`src/rtl/bgr_ctrl_pkg.sv`:
```
// +----------------------------------------------------------------------+
// | bgr_ctrl_pkg : shared types and register map for the BGR controller  |
// | Rev 1.0                                                              |
// +----------------------------------------------------------------------+
`default_nettype none

package bgr_ctrl_pkg;

  typedef enum logic [1:0] {
    ST_IDLE   = 2'd0,
    ST_PORST  = 2'd1,
    ST_SETTLE = 2'd2,
    ST_READY  = 2'd3
  } bgr_state_e;

  localparam logic [1:0] CTRL_OFS   = 2'd0;
  localparam logic [1:0] STATUS_OFS = 2'd1;
  localparam logic [1:0] PORST_OFS  = 2'd2;
  localparam logic [1:0] SETTLE_OFS = 2'd3;

  localparam int CTRL_EN_BIT     = 0;
  localparam int CTRL_START_BIT  = 1;
  localparam int CTRL_IRQEN_BIT  = 2;
  localparam int STATUS_DONE_BIT = 2;

  // Merge a Wishbone write into an existing 32-bit value, byte by byte.
  function automatic logic [31:0] apply_sel(input logic [31:0] old_v,
                                            input logic [31:0] new_v,
                                            input logic [3:0]  sel);
    logic [31:0] res;
    for (int b = 0; b < 4; b++) begin
      res[8*b +: 8] = sel[b] ? new_v[8*b +: 8] : old_v[8*b +: 8];
    end
    return res;
  endfunction

endpackage

`default_nettype wire

```
`src/rtl/bgr_seq_fsm.sv`:
```
// +----------------------------------------------------------------------+
// | bgr_seq_fsm : porst / settle sequencer with length snapshot          |
// | Rev 1.0                                                              |
// +----------------------------------------------------------------------+
`default_nettype none

module bgr_seq_fsm
  import bgr_ctrl_pkg::*;
#(
  parameter int CNT_W = 16
) (
  input  logic             clk_i,
  input  logic             rst_i,
  input  logic             start_i,
  input  logic             abort_i,
  input  logic [CNT_W-1:0] porst_len_i,
  input  logic [CNT_W-1:0] settle_len_i,
  output logic             porst_o,
  output logic             done_set_o,
  output logic [1:0]       state_o
);

  bgr_state_e       state_q;
  logic [CNT_W-1:0] cnt_q;
  logic [CNT_W-1:0] settle_snap_q;
  logic             porst_q;

  // A zero length still occupies one cycle in its state.
  function automatic logic [CNT_W-1:0] first_cnt(input logic [CNT_W-1:0] len);
    return (len == '0) ? '0 : len - 1'b1;
  endfunction

  always_ff @(posedge clk_i) begin
    if (rst_i) begin
      state_q       <= ST_IDLE;
      cnt_q         <= '0;
      settle_snap_q <= '0;
      porst_q       <= 1'b1;
    end else if (abort_i) begin
      state_q <= ST_IDLE;
      cnt_q   <= '0;
      porst_q <= 1'b1;
    end else begin
      case (state_q)
        ST_IDLE, ST_READY: begin
          if (start_i) begin
            state_q       <= ST_PORST;
            cnt_q         <= first_cnt(porst_len_i);
            settle_snap_q <= settle_len_i;
            porst_q       <= 1'b1;
          end
        end
        ST_PORST: begin
          if (cnt_q == '0) begin
            state_q <= ST_SETTLE;
            cnt_q   <= first_cnt(settle_snap_q);
            porst_q <= 1'b0;
          end else begin
            cnt_q <= cnt_q - 1'b1;
          end
        end
        ST_SETTLE: begin
          if (cnt_q == '0) begin
            state_q <= ST_READY;
          end else begin
            cnt_q <= cnt_q - 1'b1;
          end
        end
        default: state_q <= ST_IDLE;
      endcase
    end
  end

  assign done_set_o = !abort_i && (state_q == ST_SETTLE) && (cnt_q == '0);
  assign porst_o    = porst_q;
  assign state_o    = state_q;

endmodule

`default_nettype wire

```
`src/rtl/user_bgr_wb_ctrl.sv`:
```
// +----------------------------------------------------------------------+
// | user_bgr_wb_ctrl : Wishbone register bank and BGR macro sequencer    |
// | Rev 1.0                                                              |
// +----------------------------------------------------------------------+
`default_nettype none

module user_bgr_wb_ctrl
  import bgr_ctrl_pkg::*;
#(
  parameter logic [31:0]      BASE_ADDR      = 32'h3000_0000,
  parameter int               CNT_W          = 16,
  parameter logic [CNT_W-1:0] PORST_LEN_RST  = CNT_W'(100),
  parameter logic [CNT_W-1:0] SETTLE_LEN_RST = CNT_W'(1000)
) (
  input  logic        wb_clk_i,
  input  logic        wb_rst_i,
  input  logic        wbs_stb_i,
  input  logic        wbs_cyc_i,
  input  logic        wbs_we_i,
  input  logic [3:0]  wbs_sel_i,
  input  logic [31:0] wbs_dat_i,
  input  logic [31:0] wbs_adr_i,
  output logic        wbs_ack_o,
  output logic [31:0] wbs_dat_o,
  output logic        porst_o,
  output logic        bgr_en_o,
  output logic        irq_o,
  output logic [1:0]  state_o
);

  logic             ack_q;
  logic [31:0]      dat_q;
  logic             en_q, en_d;
  logic             irqen_q, irqen_d;
  logic             start_q, start_d;
  logic             done_q, done_d;
  logic             irq_q;
  logic [CNT_W-1:0] porst_len_q, porst_len_d;
  logic [CNT_W-1:0] settle_len_q, settle_len_d;

  logic             w_req, w_wr, w_done_clr, w_done_set;
  logic [1:0]       w_reg;
  logic [1:0]       w_state;
  logic [31:0]      w_ctrl32, w_porst32, w_settle32, w_rdata;
  logic [31:0]      w_ctrl_wr, w_porst_wr, w_settle_wr;
  logic             unused_bits;

  // The ack_q term blocks back-to-back acks while cyc&stb stays high.
  assign w_req = wbs_cyc_i & wbs_stb_i & (wbs_adr_i[31:4] == BASE_ADDR[31:4]) & ~ack_q;
  assign w_wr  = w_req & wbs_we_i;
  assign w_reg = wbs_adr_i[3:2];

  always_comb begin
    w_ctrl32                 = '0;
    w_ctrl32[CTRL_EN_BIT]    = en_q;
    w_ctrl32[CTRL_IRQEN_BIT] = irqen_q;
    w_porst32                = '0;
    w_porst32[CNT_W-1:0]     = porst_len_q;
    w_settle32               = '0;
    w_settle32[CNT_W-1:0]    = settle_len_q;
  end

  assign w_ctrl_wr   = apply_sel(w_ctrl32,   wbs_dat_i, wbs_sel_i);
  assign w_porst_wr  = apply_sel(w_porst32,  wbs_dat_i, wbs_sel_i);
  assign w_settle_wr = apply_sel(w_settle32, wbs_dat_i, wbs_sel_i);

  always_comb begin
    w_rdata = '0;
    case (w_reg)
      CTRL_OFS:   w_rdata = w_ctrl32;
      STATUS_OFS: begin
        w_rdata[1:0]            = w_state;
        w_rdata[STATUS_DONE_BIT] = done_q;
      end
      PORST_OFS:  w_rdata = w_porst32;
      SETTLE_OFS: w_rdata = w_settle32;
      default:    w_rdata = '0;
    endcase
  end

  always_comb begin
    en_d         = en_q;
    irqen_d      = irqen_q;
    start_d      = 1'b0;
    porst_len_d  = porst_len_q;
    settle_len_d = settle_len_q;
    w_done_clr   = 1'b0;
    if (w_wr) begin
      case (w_reg)
        CTRL_OFS: begin
          en_d    = w_ctrl_wr[CTRL_EN_BIT];
          irqen_d = w_ctrl_wr[CTRL_IRQEN_BIT];
          start_d = w_ctrl_wr[CTRL_START_BIT] & w_ctrl_wr[CTRL_EN_BIT];
        end
        STATUS_OFS: w_done_clr = wbs_sel_i[0] & wbs_dat_i[STATUS_DONE_BIT];
        PORST_OFS:  porst_len_d  = w_porst_wr[CNT_W-1:0];
        SETTLE_OFS: settle_len_d = w_settle_wr[CNT_W-1:0];
        default: ;
      endcase
    end
    // A completion in the same cycle as a clear wins.
    done_d = (done_q & ~w_done_clr) | w_done_set;
  end

  always_ff @(posedge wb_clk_i) begin
    if (wb_rst_i) begin
      ack_q        <= 1'b0;
      dat_q        <= '0;
      en_q         <= 1'b0;
      irqen_q      <= 1'b0;
      start_q      <= 1'b0;
      done_q       <= 1'b0;
      irq_q        <= 1'b0;
      porst_len_q  <= PORST_LEN_RST;
      settle_len_q <= SETTLE_LEN_RST;
    end else begin
      ack_q        <= w_req;
      dat_q        <= w_req ? w_rdata : '0;
      en_q         <= en_d;
      irqen_q      <= irqen_d;
      start_q      <= start_d;
      done_q       <= done_d;
      irq_q        <= done_q & irqen_q;
      porst_len_q  <= porst_len_d;
      settle_len_q <= settle_len_d;
    end
  end

  bgr_seq_fsm #(
    .CNT_W (CNT_W)
  ) u_seq (
    .clk_i        (wb_clk_i),
    .rst_i        (wb_rst_i),
    .start_i      (start_q),
    .abort_i      (~en_q),
    .porst_len_i  (porst_len_q),
    .settle_len_i (settle_len_q),
    .porst_o      (porst_o),
    .done_set_o   (w_done_set),
    .state_o      (w_state)
  );

  assign unused_bits = ^{wbs_adr_i[1:0], w_ctrl_wr, w_porst_wr, w_settle_wr};

  assign wbs_ack_o = ack_q;
  assign wbs_dat_o = dat_q;
  assign bgr_en_o  = en_q;
  assign irq_o     = irq_q;
  assign state_o   = w_state;

endmodule

`default_nettype wire

```
`config.mk`:
```
export PLATFORM = sky130hd
export DESIGN_NAME = user_bgr_wb_ctrl
export DESIGN_NICKNAME = d
export VERILOG_FILES = /design/src/rtl/bgr_ctrl_pkg.sv /design/src/rtl/bgr_seq_fsm.sv /design/src/rtl/user_bgr_wb_ctrl.sv
export SDC_FILE = /design/constraint.sdc
export NUM_CORES = 1
export LEC_CHECK = 0
export BUFFER_PORTS_ARGS = -buffer_cell sky130_fd_sc_hd__clkbuf_2
export CELL_PAD_IN_SITES_DETAIL_PLACEMENT = 1
export CELL_PAD_IN_SITES_GLOBAL_PLACEMENT = 1
export CORE_UTILIZATION = 43
export CTS_BUF_LIST = sky130_fd_sc_hd__clkbuf_16
export CTS_CLUSTER_SIZE = 40
export DETAILED_ROUTE_END_ITERATION = 10
export PLACE_DENSITY_LB_ADDON = 0.1
export REMOVE_ABC_BUFFERS = 1
export SLEW_MARGIN = 10
export SYNTH_ARGS = -nofsm -noshare
export SYNTH_HDL_FRONTEND = slang
export SYNTH_SLANG_ARGS = --single-unit
```
`constraint.sdc`:
```
create_clock -name wb_clk_i -period 4.6 [get_ports wb_clk_i]
set_input_delay 0 -clock wb_clk_i [delete_from_list [all_inputs] [get_ports wb_clk_i]]
set_output_delay 0 -clock wb_clk_i [all_outputs]
set_load 0.01 [all_outputs]
```
==> run summary, run 1 <==
The number of instances resized during post-cts repair came out at 0. In this run the clock root is driven by a clkbuf_16. The number of buffers created by CTS came out at 9. The worst setup path is launched from a register. The run finished with clean final reports. The final core utilization came out at 52.3%. The post-route setup TNS came out at 0 ns. The initial antenna violation count is 0. The final HPWL from detailed placement is 10600 microns. The required time at the endpoint of the critical path is 4.79 ns. The cell area power density is 279 nW/um^2. In this design, the largest share of critical-path delay is due to compound AO/OA/AOI/OAI gates. The total leakage power is 2.41 nW. The clock tree skew after final layout came out at 0.00980 ns. The number of standard cells in the final layout excluding fillers is 793. Counting instances, the worst hold path has a depth of 3. The via count of the first global-routing pass is 4517. The capture endpoint of the worst hold path is done_q. The largest vdd supply drop is 0.296 mV. The worst reg-to-reg setup slack came out at 1.66 ns.

The overall track demand over capacity in global routing is 26.8%. The TritonCTS clock tree is done. In this run the post-CTS setup repair buffer count came out at 0. The detailed router put a total of 6570 microns of wire on met1. The starting density of the core is 44.0%. The clock period minus worst slack is 2.94 ns. The met2 wire length came out at 7220 microns. The fraction of layout instances using a drive strength above 1 came out at 17.0%. In this run the critical register-to-register path is captured at u_seq.cnt_q[12]. After detailed routing, the number of remaining DRC violations is 0.

After floorplanning, the core was sized to cover 10800 sq um. In this run the remaining antenna-violating nets after routing total 0. The Yosys step of the flow raised 0 warnings. The type of the worst setup path is register to register. The remaining global-route overflow is 0. The period utilization is 64.0%. In this run the cell area of the synthesized design comes to 4770 sq um. The detailed route wirelength on metal3 is 458 microns. The top layer reached by signal wires is met4.

The commonest register cell after synthesis is dfxtp_1. After technology mapping, the gate count stands at 566. The final estimated routing congestion in global placement is 0.827. The post-detailed-route wirelength per cell is 18.2 microns. The share of the synthesized area in the top cell type is 37.4%. The final setup violation count is 0.

The global-route wire length before repair came out at 23500 microns. STA classifies the critical path endpoint as a register. The biggest cell delay along the critical path is 0.87 ns.

The sequential share of the synthesized area is 37.4%. Using the TritonRoute via totals, the vias-per-cell ratio works out to 5.56. The maximum number of pins on one net before global-route repair came out at 52.

The biggest area contributor in the post-synthesis netlist is dfxtp_1. After synthesis, the most frequently instantiated cells are dfxtp_1 (89), nor2_1 (65), nand2_1 (55). The count of buffers added on input and output ports is 74. The number of distinct library cells after synthesis came out at 57. The placed instance count is 759. The count of buffering cells on the critical path with inverters included came out at 0. The maximum fanout encountered on the critical timing path is 11. The final max-slew violation count came out at 0.

Walking the worst path, the cells encountered are nor3_1 > nand4_1 > a22oi_1 > o21ai_0 > nand3_1 > o311ai_0. After synthesis, the share of flip-flops with an asynchronous set or reset is 0%. The number of placement rows came out at 38.

The number of enable flip-flop cells after synthesis is 0. The average footprint of a synthesized cell is 8.42 sq um. The number of cells on the worst reg-to-reg path is 6. The worst relative slew slack is 35.9%.

The launch point of the worst hold path is wbs_adr_i[3]. From bottom edge to top edge, the die measures 107 microns. The timing startpoint of the critical path is u_seq.cnt_q[10]. In this run, synthesis produced a sequential element count of 89. The hold violation count in the final report came to 0.

The number of inserted diodes is 0. The deepest level of the CTS H-tree came out at 3. The overall die width is 107 microns. The worst hold path belongs to the class input port to register.

The transition time at the pin with the least slew margin is 0.962 ns. The area added between synthesis and finish is 19.0%. The total of max-cap violations is 0. The number of top-level pins came out at 111. The clock edge transition at the registers on the reported setup and hold paths came out at 0.07 ns. dfxtp_1 is the most common cell in the netlist. For this run, the top clock speed supported by timing is 340 MHz. By area the synthesized netlist is led by dfxtp_1 (37%), mux2i_1 (8.2%), nor2_1 (5.1%), nand2_1 (4.3%), xor2_1 (3.5%). Setup repair after global routing left no endpoint under its margin.

The worst register-to-register path begins at u_seq.cnt_q[10]. Among all stages on the critical path, the largest delay is contributed by a22oi_1. At the end of the flow, the number of nets in the layout was 730. The maximum clock insertion buffer count came out at 2. The DRC violation total after the first TritonRoute iteration came out at 223. The via count is 4407. The data arrival time at the worst-slack endpoint came out at 3.13 ns. The die covers 11500 sq um. At the later pin of the worst-skew pair, clock insertion delay measures 0.36 ns.

The pre-antenna-repair detailed-routing pass consisted of 4 iterations. The total clock sinks is 89. Summed over all layers, the routed wires come to 14400 microns.
worst max-delay path by stage:
stage	slack (ns)	depth (start not counted)	endpoint
after detailed placement	1.67	6	u_seq.cnt_q[12]
after floorplan	1.94	6	porst_len_q[2]
after global placement	1.88	6	u_seq.cnt_q[12]
final	1.66	6	u_seq.cnt_q[12]
after CTS	1.67	6	u_seq.cnt_q[12]
after global routing	1.43	6	u_seq.cnt_q[12]
state kept, by name, summed over array words and instances (netlist names):
register / flops
porst_len_q: 16
settle_len_q: 16
u_seq.cnt_q: 16
u_seq.settle_snap_q: 16
wbs_dat_o: 16
u_seq.state_o: 2
bgr_en_o: 1
done_q: 1
irq_o: 1
irqen_q: 1
start_q: 1
u_seq.porst_o: 1
wbs_ack_o: 1
worst reg2reg max path: stages, from the launching register on:
cell and delay [ns]:
dfxtp_1 0.37, nor3_1 0.57, nand4_1 0.48, a22oi_1 0.87
o21ai_0 0.20, nand3_1 0.13, o311ai_0 0.15
cells by family after synthesis:
kind of cell,share of synthesized area (%)
fa+ha+maj,2.36
xor+xnor,6.06
mux,9.13
compound gates,12.4
flops,37.4
buf+inv,5.85
simple gates,26.8
other cells,0.0787
layer usage:
metal  track usage, %  vias up
li1                 -     2152
met1             33.2     2163
met2             47.2       76
met3             5.39       16
met4             7.24        0
met5                0        -
per-stage QoR:
stage	hold slack, ns	power (mW)	area (sq um)	setup WS (ns)
after CTS	0.0539	1.60	5670	1.67
after global routing	0.111	1.64	5670	1.43
final	0.0609	1.58	5670	1.66
after detailed placement	0.233	0.844	5190	1.67
after global placement	0.222	0.842	5190	1.88
after floorplan	0.0691	0.803	4600	1.94
timing repair:
action,in CTS,in global routing
setup endpoints to repair,0,0
endpoints found under the hold margin,35,0
hold buffers,18,0
layout make-up:
class	count	area, sq um
clock buffers	9	225
clock inverters	7	76.3
fillers	1323	5170
inverters	15	56.3
multi-input cells	436	2770
flip-flops and latches	89	1780
well taps	140	175
repair buffers	97	588
cells in the final DEF (no fill, tap or decap), types with 5 or more instances in the layout:
cell type	instances
nor4_1	15
o31ai_1	5
mux2i_1	39
a21oi_1	25
a211o_1	9
dfxtp_1	89
xor2_1	19
nand4_1	13
inv_1	15
o22ai_1	11
nor3_1	17
buf_4	5
nand3_1	23
nor2b_1	12
dlygate4sd3_1	18
clkbuf_2	74
o21ai_0	20
ha_1	9
nand2_1	55
conb_1	16
nand2b_1	7
clkbuf_16	9
xnor2_1	14
nor2_1	65
power breakdown:
part	leakage (nW)	switching, mW	internal [mW]
logic	1.55	0.0353	0.0331
registers	0.717	0.0000000000604	0.770
clock network	0.144	0.321	0.425
total	2.41	0.356	1.23
(Power assumes the default switching activity.)
==> run 2, diff against run 1 <==
--- a/config.mk
+++ b/config.mk
@@ -8,7 +8,7 @@
 export BUFFER_PORTS_ARGS = -buffer_cell sky130_fd_sc_hd__clkbuf_2
 export CELL_PAD_IN_SITES_DETAIL_PLACEMENT = 1
 export CELL_PAD_IN_SITES_GLOBAL_PLACEMENT = 1
-export CORE_UTILIZATION = 43
+export CORE_UTILIZATION = 36
 export CTS_BUF_LIST = sky130_fd_sc_hd__clkbuf_16
 export CTS_CLUSTER_SIZE = 40
 export DETAILED_ROUTE_END_ITERATION = 10
==> constraint.sdc (replaced) <==
create_clock -name wb_clk_i -period 2.6 [get_ports wb_clk_i]
set_input_delay 0 -clock wb_clk_i [delete_from_list [all_inputs] [get_ports wb_clk_i]]
set_output_delay 0 -clock wb_clk_i [all_outputs]
set_load 0.01 [all_outputs]
==> run summary, run 2 (synthesis gave the netlist of run 1 again) <==
The flow ran to the end, and the final reports show no timing, DRC or antenna violations. The data arrival time at the worst-slack endpoint is 2.63 ns. Cells with a size suffix above 1 make up 19.9% of the layout. The total leakage power came out at 2.51 nW.

The starting density of the core came out at 37.3%. The library cells used most frequently in the layout, excluding fill and tap cells, are dfxtp_1 (89), clkbuf_2 (74), nor2_1 (65). The maximum number of pins on one net before global-route repair came out at 52. The number of top-level pins is 111. The DRC violation total after the first TritonRoute iteration came out at 205. The longest clock path from root to sink contains 2 buffers. Once detail routing completed, the nets flagged for antenna violations numbered 0. Leaving out fill and tap cells, the most frequent cell in the layout is dfxtp_1. After the last flow step, the layout net total stands at 754. The total area of sequential cells came out at 1780 sq um. The number of buffers created by CTS came out at 9. The final setup violation count came out at 0. With fillers left out, the area of the finished cells amounts to 5870 sq um. The clock edge transition at the registers on the reported setup and hold paths came out at 0.06 ns.

The cell area power density is 465 nW/um^2. The area taken by multi-input logic gates is 2770 sq um. The cell sitting at the root of the clock tree is a clkbuf_16.

By startpoint and endpoint, the worst setup path is classified as register to register. Buffers placed on the I/O ports in this run total 74. The routed design has 14800 microns of wire. In this run the worst hold path is classified as input port to register. The remaining global-route overflow is 0.

The via count of the first global-routing pass came out at 4540. The worst reg-to-reg setup slack is 0.26 ns. The routed layout has 4486 vias. The core region area came out at 12800 sq um.

TritonCTS built the clock tree. The deepest level of the CTS H-tree came out at 3. Fill cells in the final layout number 1541. The number of hold buffers added after CTS was 18. The worst path uses 89.9% of the clock period. Once detailed placement completed, the half-perimeter wirelength came to 11000 microns. The number of vias per cell is 5.28. For this run, design rule violations remaining after detail routing come to 0. The transition time at the pin with the least slew margin is 0.651 ns. The maximum fanout encountered on the critical timing path came out at 5. The largest vdd supply drop came out at 0.282 mV. The clock tree skew after final layout came out at 0.0101 ns. The global-route wire length before repair came out at 23800 microns. For this run, the share of the core covered by cells in the final layout is 45.9%. The final max-slew violation count is 0. At the end of routability-driven placement, the weighted congestion stood at 0.843.

The post-detailed-route wirelength per cell is 17.4 microns. The number of instances resized during post-cts repair is 0. The number of setup buffers added after CTS is 0. The overall die width is 117 microns. The worst register-to-register path has a depth of 6. The highest clock rate is 428 MHz.

The worst relative slew slack is 56.6%. The repair_antennas step left the layout with diodes totalling 0. The clock net in this run drives a total of 89 sinks.

The clock latency on the worst-skew pair is 0.35 ns. Global routing consumed, over all layers together, 23.3% of the routing resources. The worst setup path is captured at a register. The initial antenna violation count is 0. The worst setup path is launched from a register. Row generation in the floorplan step produced 41 rows. The area added between synthesis and finish came out at 23.1%. From bottom edge to top edge, the die measures 117 microns. The first-pass detailed-route iteration total came out at 4.

The smallest clock period supported by the final layout is computed as 2.34 ns. The post-placement cell area came out at 5410 sq um. The count of cells along the worst hold path is 3. Setup repair after global routing left no endpoint under its margin. The total of max-cap violations came out at 0.

The die covers 13700 sq um. The hold violation count in the final report came to 0. The required time at the endpoint of the critical path came out at 2.89 ns.
-- run 2: worst paths after layout --
check,from,end
setup / recovery,wbs_ack_o,start_q
hold / removal,wbs_adr_i[3],done_q
setup reg to reg,wbs_ack_o,start_q
hold reg to reg,irqen_q,irq_o
-- run 2: where the power goes --
| part | switching, mW | total, mW | leakage (nW) | internal, mW |
|---|---|---|---|---|
| Clock | 0.587 | 1.24 | 0.134 | 0.656 |
| Sequential | 0.0000000000988 | 1.36 | 0.717 | 1.36 |
| Combinational | 0.0639 | 0.122 | 1.66 | 0.0585 |
-- run 2: final cells by class --
cell class              count  share of cell area [%]
well taps                 172                    3.67
flip-flops and latches     89                    30.4
repair buffers            121                    13.1
inverters                  15                   0.959
multi-input cells         436                    47.2
clock buffers               9                    3.84
clock inverters             7                   0.917
-- run 2: worst max-delay path: stages (launching register included) --
cell and delay (ns):
dfxtp_1 0.31, nor4_1 0.21, nand4_1 0.15, or2_2 0.39, or4_1 0.47, nor3_1 0.18, dlygate4sd3_1 0.57
-- run 2: metal layers --
layer / vias up / track usage [%] / wire (microns)
met5: - / 0 / 0
met4: 0 / 6.50 / 206
met3: 19 / 4.22 / 367
met2: 65 / 40.4 / 7120
met1: 2204 / 29.6 / 7060
li1: 2198 / - / -
-- run 2: stage by stage --
step | worst slack, ns | total power [mW] | TNS [ns] | std cells | hold WS [ns]
after global placement | 0.382 | 1.49 | 0 | 815 | 0.226
after CTS | 0.294 | 2.76 | 0 | 849 | 0.0781
after global routing | 0.143 | 2.83 | 0 | 849 | 0.0960
final | 0.263 | 2.73 | 0 | 849 | 0.0770
after detailed placement | 0.322 | 1.49 | 0 | 815 | 0.234
after floorplan | -0.0625 | 1.42 | -0.188 | 540 | 0.0691
